`config.mk`:
```
export PLATFORM = sky130hd
export DESIGN_NAME = muldiv_ctrl
export DESIGN_NICKNAME = d
export VERILOG_FILES = /design/src/rtl/muldiv_pkg.sv /design/src/rtl/muldiv_datapath.sv /design/src/rtl/muldiv_ctrl.sv
export SDC_FILE = /design/constraint.sdc
export NUM_CORES = 1
export LEC_CHECK = 0
export ABC_AREA = 0
export CAP_MARGIN = 15
export CORE_MARGIN = 2
export CORE_UTILIZATION = 55
export CTS_CLUSTER_DIAMETER = 150
export DETAILED_ROUTE_END_ITERATION = 10
export PLACE_DENSITY_LB_ADDON = 0.1
export SYNTH_ARGS = -nofsm -noshare
export SYNTH_HDL_FRONTEND = slang
export SYNTH_SLANG_ARGS = --single-unit
```
`constraint.sdc`:
```
create_clock -name i_clk -period 5.4 [get_ports i_clk]
set_clock_uncertainty 0.2 [all_clocks]
set_input_delay 1.08 -clock i_clk [delete_from_list [all_inputs] [get_ports i_clk]]
set_output_delay 1.08 -clock i_clk [all_outputs]
set_load 0.1 [all_outputs]
```
`src/rtl/muldiv_pkg.sv`:
```
// rtl/muldiv_pkg.sv - op codes, FSM states and sizing shared by the muldiv sequencer
package muldiv_pkg;

    typedef enum logic [2:0] {
        MULT  = 3'd0,
        MULTU = 3'd1,
        DIV   = 3'd2,
        DIVU  = 3'd3,
        MTHI  = 3'd4,
        MTLO  = 3'd5
    } op_e;

    typedef enum logic [1:0] {
        IDLE = 2'd0,
        CALC = 2'd1,
        FIX  = 2'd2
    } state_e;

    localparam int WIDTH_DEF = 32;
    localparam int ITER_W    = $clog2(WIDTH_DEF);

    function automatic logic is_muldiv_op(input logic [2:0] op);
        return (op == MULT) || (op == MULTU) || (op == DIV) || (op == DIVU);
    endfunction

    function automatic logic is_div_op(input logic [2:0] op);
        return (op == DIV) || (op == DIVU);
    endfunction

    function automatic logic is_signed_op(input logic [2:0] op);
        return (op == MULT) || (op == DIV);
    endfunction

endpackage

```
`src/rtl/muldiv_datapath.sv`:
```
// rtl/muldiv_datapath.sv - shift-add multiply / restoring divide iteration registers
module muldiv_datapath
    import muldiv_pkg::*;
#(
    parameter int WIDTH = WIDTH_DEF
) (
    input  logic               i_clk,
    input  logic               i_rst_n,
    input  logic               i_load,
    input  logic               i_step,
    input  logic               i_is_div,
    input  logic [WIDTH-1:0]   i_a,
    input  logic [WIDTH-1:0]   i_b,
    output logic [2*WIDTH-1:0] o_prod,
    output logic [WIDTH-1:0]   o_quot,
    output logic [WIDTH-1:0]   o_rem
);

    // Multiply: acc = {partial product, remaining multiplier bits}, shifted right.
    // Divide: acc[WIDTH-1:0] holds dividend bits shifting out at the top and
    // quotient bits shifting in at the bottom.
    logic [2*WIDTH-1:0] acc_q;
    logic [WIDTH-1:0]   opnd_q;
    logic [WIDTH-1:0]   rem_q;
    logic               div_q;

    logic [WIDTH:0]     mul_sum;
    logic [WIDTH:0]     shifted;
    logic               fits;
    logic [WIDTH-1:0]   diff;

    always_comb begin
        mul_sum = {1'b0, acc_q[2*WIDTH-1:WIDTH]} + {1'b0, (acc_q[0] ? opnd_q : {WIDTH{1'b0}})};
        shifted = {rem_q, acc_q[WIDTH-1]};
        fits    = shifted >= {1'b0, opnd_q};
        // Only consumed when fits, so the dropped top bit is always zero.
        diff    = shifted[WIDTH-1:0] - opnd_q;
    end

    always_ff @(posedge i_clk or negedge i_rst_n) begin
        if (!i_rst_n) begin
            acc_q  <= '0;
            opnd_q <= '0;
            rem_q  <= '0;
            div_q  <= 1'b0;
        end else if (i_load) begin
            acc_q  <= {{WIDTH{1'b0}}, (i_is_div ? i_a : i_b)};
            opnd_q <= i_is_div ? i_b : i_a;
            rem_q  <= '0;
            div_q  <= i_is_div;
        end else if (i_step) begin
            if (div_q) begin
                rem_q              <= fits ? diff : shifted[WIDTH-1:0];
                acc_q[WIDTH-1:0]   <= {acc_q[WIDTH-2:0], fits};
            end else begin
                acc_q <= {mul_sum, acc_q[WIDTH-1:1]};
            end
        end
    end

    assign o_prod = acc_q;
    assign o_quot = acc_q[WIDTH-1:0];
    assign o_rem  = rem_q;

endmodule

```
`src/rtl/muldiv_ctrl.sv`:
```
// rtl/muldiv_ctrl.sv - HI/LO owner and iterative multiply/divide sequencer
module muldiv_ctrl
    import muldiv_pkg::*;
#(
    parameter int WIDTH = WIDTH_DEF
) (
    input  logic             i_clk,
    input  logic             i_rst_n,
    input  logic             i_start,
    input  logic [2:0]       i_op,
    input  logic [WIDTH-1:0] i_op1,
    input  logic [WIDTH-1:0] i_op2,
    input  logic             i_flush,
    output logic             o_busy,
    output logic [WIDTH-1:0] o_hi,
    output logic [WIDTH-1:0] o_lo
);

    localparam int CNT_W = (WIDTH > 1) ? $clog2(WIDTH) : 1;

    state_e             state_q, state_d;
    logic [CNT_W-1:0]   cnt_q;
    logic               is_div_q, div0_q, neg_lo_q, neg_hi_q;
    logic [WIDTH-1:0]   hi_q, lo_q;

    logic               accept, load, op_div, div0, s1, s2;
    logic [WIDTH-1:0]   a_in, b_in;
    logic [2*WIDTH-1:0] prod, prod_fix;
    logic [WIDTH-1:0]   quot, rem, hi_new, lo_new;

    always_comb begin
        accept = (state_q == IDLE) && i_start && !i_flush;
        load   = accept && is_muldiv_op(i_op);
        op_div = is_div_op(i_op);
        div0   = op_div && (i_op2 == '0);
        s1     = is_signed_op(i_op) && i_op1[WIDTH-1];
        s2     = is_signed_op(i_op) && i_op2[WIDTH-1];
        // Divide-by-zero keeps the raw dividend so it can land in HI unmodified.
        a_in   = (s1 && !div0) ? -i_op1 : i_op1;
        b_in   = s2 ? -i_op2 : i_op2;
    end

    always_ff @(posedge i_clk or negedge i_rst_n) begin
        if (!i_rst_n) state_q <= IDLE;
        else          state_q <= state_d;
    end

    always_comb begin
        state_d = state_q;
        case (state_q)
            IDLE:    if (load) state_d = div0 ? FIX : CALC;
            CALC:    if (cnt_q == CNT_W'(WIDTH - 1)) state_d = FIX;
            FIX:     state_d = IDLE;
            default: state_d = IDLE;
        endcase
        if (i_flush) state_d = IDLE;
    end

    muldiv_datapath #(.WIDTH(WIDTH)) u_datapath (
        .i_clk    (i_clk),
        .i_rst_n  (i_rst_n),
        .i_load   (load),
        .i_step   (state_q == CALC),
        .i_is_div (op_div),
        .i_a      (a_in),
        .i_b      (b_in),
        .o_prod   (prod),
        .o_quot   (quot),
        .o_rem    (rem)
    );

    always_comb begin
        // The product is negated as one 2W-bit value so the borrow crosses HI/LO.
        prod_fix = neg_lo_q ? -prod : prod;
        if (div0_q) begin
            hi_new = quot;
            lo_new = '1;
        end else if (is_div_q) begin
            hi_new = neg_hi_q ? -rem : rem;
            lo_new = neg_lo_q ? -quot : quot;
        end else begin
            hi_new = prod_fix[2*WIDTH-1:WIDTH];
            lo_new = prod_fix[WIDTH-1:0];
        end
    end

    always_ff @(posedge i_clk or negedge i_rst_n) begin
        if (!i_rst_n) begin
            cnt_q    <= '0;
            is_div_q <= 1'b0;
            div0_q   <= 1'b0;
            neg_lo_q <= 1'b0;
            neg_hi_q <= 1'b0;
            hi_q     <= '0;
            lo_q     <= '0;
        end else begin
            if (load) begin
                cnt_q    <= '0;
                is_div_q <= op_div;
                div0_q   <= div0;
                neg_lo_q <= !div0 && (s1 ^ s2);
                neg_hi_q <= !div0 && (op_div ? s1 : (s1 ^ s2));
            end else if (state_q == CALC) begin
                cnt_q <= cnt_q + 1'b1;
            end

            if (state_q == FIX && !i_flush) begin
                hi_q <= hi_new;
                lo_q <= lo_new;
            end else if (accept && i_op == MTHI) begin
                hi_q <= i_op1;
            end else if (accept && i_op == MTLO) begin
                lo_q <= i_op1;
            end
        end
    end

    assign o_busy = (state_q != IDLE);
    assign o_hi   = hi_q;
    assign o_lo   = lo_q;

endmodule

```
==> results of run 1 <==
-- metrics by stage --
stage | cell area (µm²) | hold slack (ns) | setup slack [ns] | util
floorplan | 17400 | 0.250 | 1.54 | -
global placement | 19200 | 0.272 | 0.725 | 0.612
detailed placement | 19200 | 0.273 | 0.652 | 0.612
CTS | 20100 | 0.290 | 1.19 | 0.641
global route | 20100 | 0.306 | 1.01 | 0.641
finish | 20100 | 0.287 | 1.14 | 0.641
-- registers in the layout, summed over array words and instances (netlist names) --
signal,cells
u_datapath.o_rem,32
o_hi,32
u_datapath.opnd_q,32
o_lo,32
cnt_q,5
div0_q,1
state_q,2
is_div_q,1
u_datapath.o_prod,64
neg_hi_q,1
neg_lo_q,1
-- power by group through the flow --
stage	registers, mW	logic [mW]	clock network [mW]
after floorplan	3.31	4.17	0
after global placement	2.93	6.44	0
after detailed placement	2.95	6.54	0
after CTS	2.93	6.58	1.87
after global routing	3.03	7.28	1.94
final	3.01	6.75	1.88
-- final cells by class --
cell class | instances | area (µm²)
inverters | 54 | 203
multi-input cells | 1789 | 11600
repair buffers | 198 | 1870
well taps | 402 | 503
fillers | 2724 | 11300
flip-flops and latches | 203 | 5080
clock buffers | 39 | 781
clock inverters | 9 | 123
-- critical path, cell delays in order --
cell             delay (ns)
clkdlybuf4s50_1        0.49
inv_1                  0.09
ha_1                   0.16
or3b_2                 0.49
or4_1                  0.63
nor4_4                 0.37
a2111oi_2              0.13
buf_4                  0.28
o41ai_2                0.10
xor2_1                 0.23
nor2_1                 0.06
o32a_1                 0.36
-- layer usage --
layer / vias to the layer above / part of all wire / GRT usage
met5: - / 0.00034 / 0
met4: 4 / 0.051 / 0.181
met3: 206 / 0.14 / 0.119
met2: 1288 / 0.41 / 0.616
met1: 8962 / 0.39 / 0.589
li1: 8205 / - / -
-- worst min-delay path by stage --
stage	start	endpoint	slack, ns
floorplan	u_datapath.opnd_q[8]$_DFFE_PN0P_	u_datapath.opnd_q[8]$_DFFE_PN0P_	0.25
global placement	u_datapath.opnd_q[8]$_DFFE_PN0P_	u_datapath.opnd_q[8]$_DFFE_PN0P_	0.27
detailed placement	u_datapath.opnd_q[25]$_DFFE_PN0P_	u_datapath.opnd_q[25]$_DFFE_PN0P_	0.27
CTS	u_datapath.opnd_q[25]$_DFFE_PN0P_	u_datapath.opnd_q[25]$_DFFE_PN0P_	0.29
global route	u_datapath.opnd_q[25]$_DFFE_PN0P_	u_datapath.opnd_q[25]$_DFFE_PN0P_	0.31
finish	u_datapath.opnd_q[8]$_DFFE_PN0P_	u_datapath.opnd_q[8]$_DFFE_PN0P_	0.29
-- cell families (layout without fill, tap and decap cells) --
logic type               count (synthesis)  after routing
AND/OR/NAND/NOR                        752            752
AO/OA/AOI/OAI                          687            687
buffers and inverters                  211            300
flip-flops                             203            203
XOR/XNOR                               200            200
multiplexers                            78             78
adder cells (fa/ha/maj)                 72             72
-- cell usage after synthesis, types with 7 or more instances --
cell type,number
and2_1,10
o41ai_1,21
o211ai_1,30
nand4_1,16
buf_2,7
a21o_1,23
nor3_1,52
o31ai_1,46
and3_1,11
a22oi_1,16
o221ai_1,19
xor2_1,109
nand3_1,68
nor4_1,19
o21ai_0,217
buf_1,8
nor2_1,170
o21a_1,22
mux2i_1,67
dfrtp_1,203
or3_1,20
nor2b_1,22
a21oi_1,122
xnor2_1,91
clkbuf_1,141
mux2_2,11
nand2b_1,17
or4_1,31
inv_1,53
a211oi_1,19
ha_1,70
nand2_1,272
a31oi_1,31
a32oi_1,25
or2_2,13
o21bai_1,9
o22ai_1,11
-- placed cells by master, fill, tap and decap left out, types with 31 or more instances in the layout --
master	Yosys	routed
a21oi_1	122	122
buf_4	0	60
xnor2_1	91	91
or4_1	31	31
xor2_1	109	109
mux2i_1	67	67
nor2_1	170	166
clkdlybuf4s50_1	0	134
inv_1	53	53
nor3_1	52	52
o31ai_1	46	46
a31oi_1	31	31
ha_1	70	70
nand2_1	272	272
dfrtp_1	203	201
nand3_1	68	68
o21ai_0	217	217
==> run summary, run 1 <==
die area = 33100 µm²
row cnt = 65
postcts setup bufs = 0
cts hold-fix bufs = 0
Worst Setup Start Kind = primary input
Clk pwr share = 0.161
cts repair resizes = 0
Sw Ratio = 0.523
fmax = 0.235 GHz
Layout area overhead = 15.6%
largest cells by area after synthesis = dfrtp_1 29%, o21ai_0 6.2%, nand2_1 5.9%
dpl cells = 2646
drt initial violations = 2665
area leader, netlist = dfrtp_1
CP Launch Point = i_op2[0]
Critical Path RT = 5.63 ns
Max-slew headroom = 0.231
Clk Latency, worst-skew pair = 0.55 ns
Crit Path Max Fanout = 30
CTS Buffer Depth = 3
largest net degree at the start of global routing = 94
unrepaired setup endpoints after global routing = false
Setup Crit Path Kind = primary input to flip-flop
clock buffer count from CTS = 26
Adder-Cell Fraction of Synth Area = 0.0526
Compound-Gate Fraction of Synth Area = 0.257
Die Wd = 182 µm
chip height = 182 µm
ANT cells = 0
Vias/cell = 6.93
Tot Pwr = 11.6 mW
Seq/Total Area, Yosys = 0.292
crit path to = u_datapath.o_prod[21]$_DFFE_PN0P_
largest family of logic cells by synthesized area = compound AO/OA/AOI/OAI gates
post-synth cell types = 82
r2r endpoint = o_hi[24]$_DFFE_PN0P_
Slew @ Worst Pin = 1.15 ns
number of synthesized flops with an enable pin = 0
crit path capture type = flip-flop
first-pass GRT wire length = 107000 µm
# DRC = 0
post-synthesis instance total = 2203
Core Region = 31400 µm²
wire per inst = 26.5 µm
TritonCTS clock tree = yes
r2r startpoint = u_datapath.o_rem[0]$_DFFE_PN0P_
share of cells above drive strength 1 = 0.0689
final wirelength = 71300 µm
Finish-stage setup viols = 0
post-synthesis mux area share = 0.0456
top cell type's share of synthesized area = 0.292
R2R cell count = 9
synth warn = 0
initial antenna violation count = 3
Flop pwr share = 0.259
logic gate share of total power = 0.580
final hold violations = 0
period utilisation layout = 0.789
routed vias = 18665
clock slew at reported path FFs = 0.06 ns
clock root cell = clkbuf_16
Clock Sinks = 203
Leakage Power = 8.27 nW
dpl hpwl = 52800 µm
vias in the first global route = 17013
Max Slew Vio Count = 0
ANT nets after route = 0
IO Count = 136
Max H-tree Level = 1
gr usage total = 0.423
Initial Utilization = 0.554
number of max-cap violations = 0
Pre-antenna DRT Iters = 6
post-synthesis average cell area = 7.90 µm²
Tightest Hold Check Type = flip-flop to flip-flop
gr ovfl total = 0
ys async rst share = 1.00
sw power = 6.08 mW
simple-gate share of the synthesized area = 0.206
status = finished clean
reg-to-reg setup timing slack = 1.22 ns
FF+latch count, synth = 203
syn_nets = 2346
fin nets = 2415
Hold Path Stages = 2
I/O Buffers = 135
Pint = 5.56 mW
XOR/XNOR share of the synthesized area = 0.101
Final Non-Filler Cells = 2694
Top FF cell, synth = dfrtp_1
Post-Syn Area = 17400 µm²
PwrDens = 579 nW/µm²
Min Clock Period, post-route = 4.26 ns
TNS Setup = 0 ns
GPL Wtd Cong = 0.998
maximum VDD drop = 0.406 mV
CP Data Arrival Time = 4.49 ns
Note: power is estimated with default switching activity, not from simulation.
==> run 2, diff against run 1 <==
==> constraint.sdc (replaced) <==
create_clock -name i_clk -period 3.6 [get_ports i_clk]
set_clock_uncertainty 0.2 [all_clocks]
set_input_delay 0.72 -clock i_clk [delete_from_list [all_inputs] [get_ports i_clk]]
set_output_delay 0.72 -clock i_clk [all_outputs]
set_load 0.1 [all_outputs]
==> run 2 against run 1 <==
Compared with the run above:
- the run now ends with negative setup slack left
- non-clock buffer count rose by 225
- combinational power grew 81%
- clock-buffer cell count decreased by 4
- wire length increased by 8.6%
- worst setup slack lost 1.1 ns
- critical path type is now flip-flop to flip-flop
==> run summary, run 2 (same netlist as run 1, synthesis figures left out) <==
status = complete, but fails checks
failing checks = negative setup slack
Final Non-Filler Cells = 2920
Crit path top cell by count = or4_1
Pre-antenna DRT Iters = 6
clock slew at reported path FFs = 0.06 ns
Crit path max-delay family = simple AND/OR/NAND/NOR gates
Worst Setup Start Kind = flip-flop
Clock Sinks = 203
final hold violations = 0
Max Slew Vio Count = 0
final wirelength = 77400 µm
gr ovfl total = 0
Core Region = 31400 µm²
row cnt = 65
# DRC = 0
commonest non-fill, non-tap cell in the layout = buf_4
routed vias = 19881
crit path capture type = flip-flop
logic gate share of total power = 0.639
Crit Path Max Fanout = 6
first-pass GRT wire length = 114000 µm
TritonCTS clock tree = yes
Max-slew headroom = 0.443
CTS Buffer Depth = 3
dpl hpwl = 59300 µm
max reg flops = 64
largest net degree at the start of global routing = 67
Min Clock Period, post-route = 3.61 ns
ANT nets after route = 0
DP Worst Slack = -0.361 ns
worst setup margin = -0.0107 ns
Flop pwr share = 0.213
Buffers & Inverters on Critical Path = 1
IO Count = 136
number of max-cap violations = 0
chip height = 182 µm
Critical-path top delay cell = or4_1
Critical Path RT = 3.89 ns
GPL Wtd Cong = 1.05
Sw Ratio = 0.508
min-delay src = u_datapath.opnd_q[25]$_DFFE_PN0P_
period utilisation layout = 1.00
Die Wd = 182 µm
CP Launch Point = u_datapath.o_rem[3]$_DFFE_PN0P_
met3 wire len = 10700 µm
Fill cells = 2615
sw power = 9.72 mW
dpl cells = 2857
gr usage total = 0.456
wire per inst = 26.5 µm
Clk Latency, worst-skew pair = 0.58 ns
Finish-stage setup viols = 1
I/O Buffers = 135
die area = 33100 µm²
Slew @ Worst Pin = 0.828 ns
fin nets = 2640
crit path cell chain = or4_1 > or4_1 > or4b_4 > buf_4 > o311ai_1 > o2111ai_2 > o21ai_1 > a221o_1
met2 WL post-DR = 31200 µm
clock root cell = clkbuf_16
initial antenna violation count = 2
post-layout util = 0.699
Leakage Power = 9.51 nW
Layout area overhead = 26.0%
Crit path largest cell delay = 0.56 ns
fmax = 0.277 GHz
drt initial violations = 2800
Clk pwr share = 0.148
Top Metal Used = met5
Met1 Wirelength = 31000 µm
Initial Utilization = 0.554
Setup Crit Path Kind = flip-flop to flip-flop
CP Data Arrival Time = 3.90 ns
commonest cells after routing, fill and taps aside = 337 x buf_4, 271 x nand2_1, 210 x o21ai_0, 201 x dfrtp_1, 167 x nor2_1
share of cells above drive strength 1 = 0.186
Pint = 9.41 mW
r2r startpoint = u_datapath.o_rem[3]$_DFFE_PN0P_
PwrDens = 872 nW/µm²
maximum VDD drop = 0.651 mV
unrepaired setup endpoints after global routing = true
Tot Pwr = 19.1 mW
Vias/cell = 6.81
Tightest Hold Check Type = flip-flop to flip-flop
clock buffer count from CTS = 26
Max H-tree Level = 1
vias in the first global route = 18379
-- run 2: routing by layer --
layer  up-vias  GRT usage
met5         -          0
met4         2      0.223
met3       260      0.138
met2      1429      0.641
met1      9531      0.634
li1       8659          -
-- run 2: worst min-delay path: stages, from the launching register on --
cell and delay [ns]:
dfrtp_1 0.34, nand2_1 0.06, o221ai_1 0.07
-- run 2: path summary, 6_finish.rpt --
path / depth (start not counted) / slack, ns / endpoint
worst max-delay path: 8 / -0.01 / o_hi[29]$_DFFE_PN0P_
worst min-delay path: 2 / 0.30 / u_datapath.opnd_q[25]$_DFFE_PN0P_
worst max register to register: 8 / -0.01 / o_hi[29]$_DFFE_PN0P_
worst min register to register: 2 / 0.30 / u_datapath.opnd_q[25]$_DFFE_PN0P_
max in group asynchronous: 3 / 1.87 / o_hi[19]$_DFFE_PN0P_
min in group asynchronous: 2 / 0.54 / u_datapath.o_prod[56]$_DFFE_PN0P_
-- run 2: power groups by stage --
stage                     clock network (mW)  logic, mW  registers, mW
after CTS                               2.82       11.4           3.99
final                                   2.84       12.2           4.07
after global placement                     0       11.1           3.99
after detailed placement                   0       11.3           4.02
after floorplan                            0       6.26           4.97
after global routing                    2.91       13.0           4.13
-- run 2: final cells by class --
type                            count  area [µm²]  area share
Multi-Input combinational cell   1789       11700       0.534
Tap cell                          402         503      0.0229
Clock buffer                       35         734      0.0335
Sequential cell                   203        5080       0.232
Inverter                           54         206     0.00941
Antenna cell                        2        5.00    0.000228
Clock inverter                     12         174     0.00793
Timing Repair Buffer              423        3520       0.160
-- run 2: stage by stage --
step	hold WS, ns	setup TNS, ns	instance area, µm²
floorplan	0.224	0	17400
global placement	0.274	-12.21	20700
detailed placement	0.289	-15.11	20700
CTS	0.304	0	21600
global route	0.335	-0.132	21900
finish	0.303	-0.0107	21900
-- run 2: timing repair --
action / in CTS / in global routing
setup buffers: 0 / 10
hold endpoints to repair: 15 / 0
pin swaps: 0 / 6
gates resized for setup: 1 / 39
hold buffers: 1 / 0
setup endpoints to repair: 2 / 43
cloned: 0 / 3
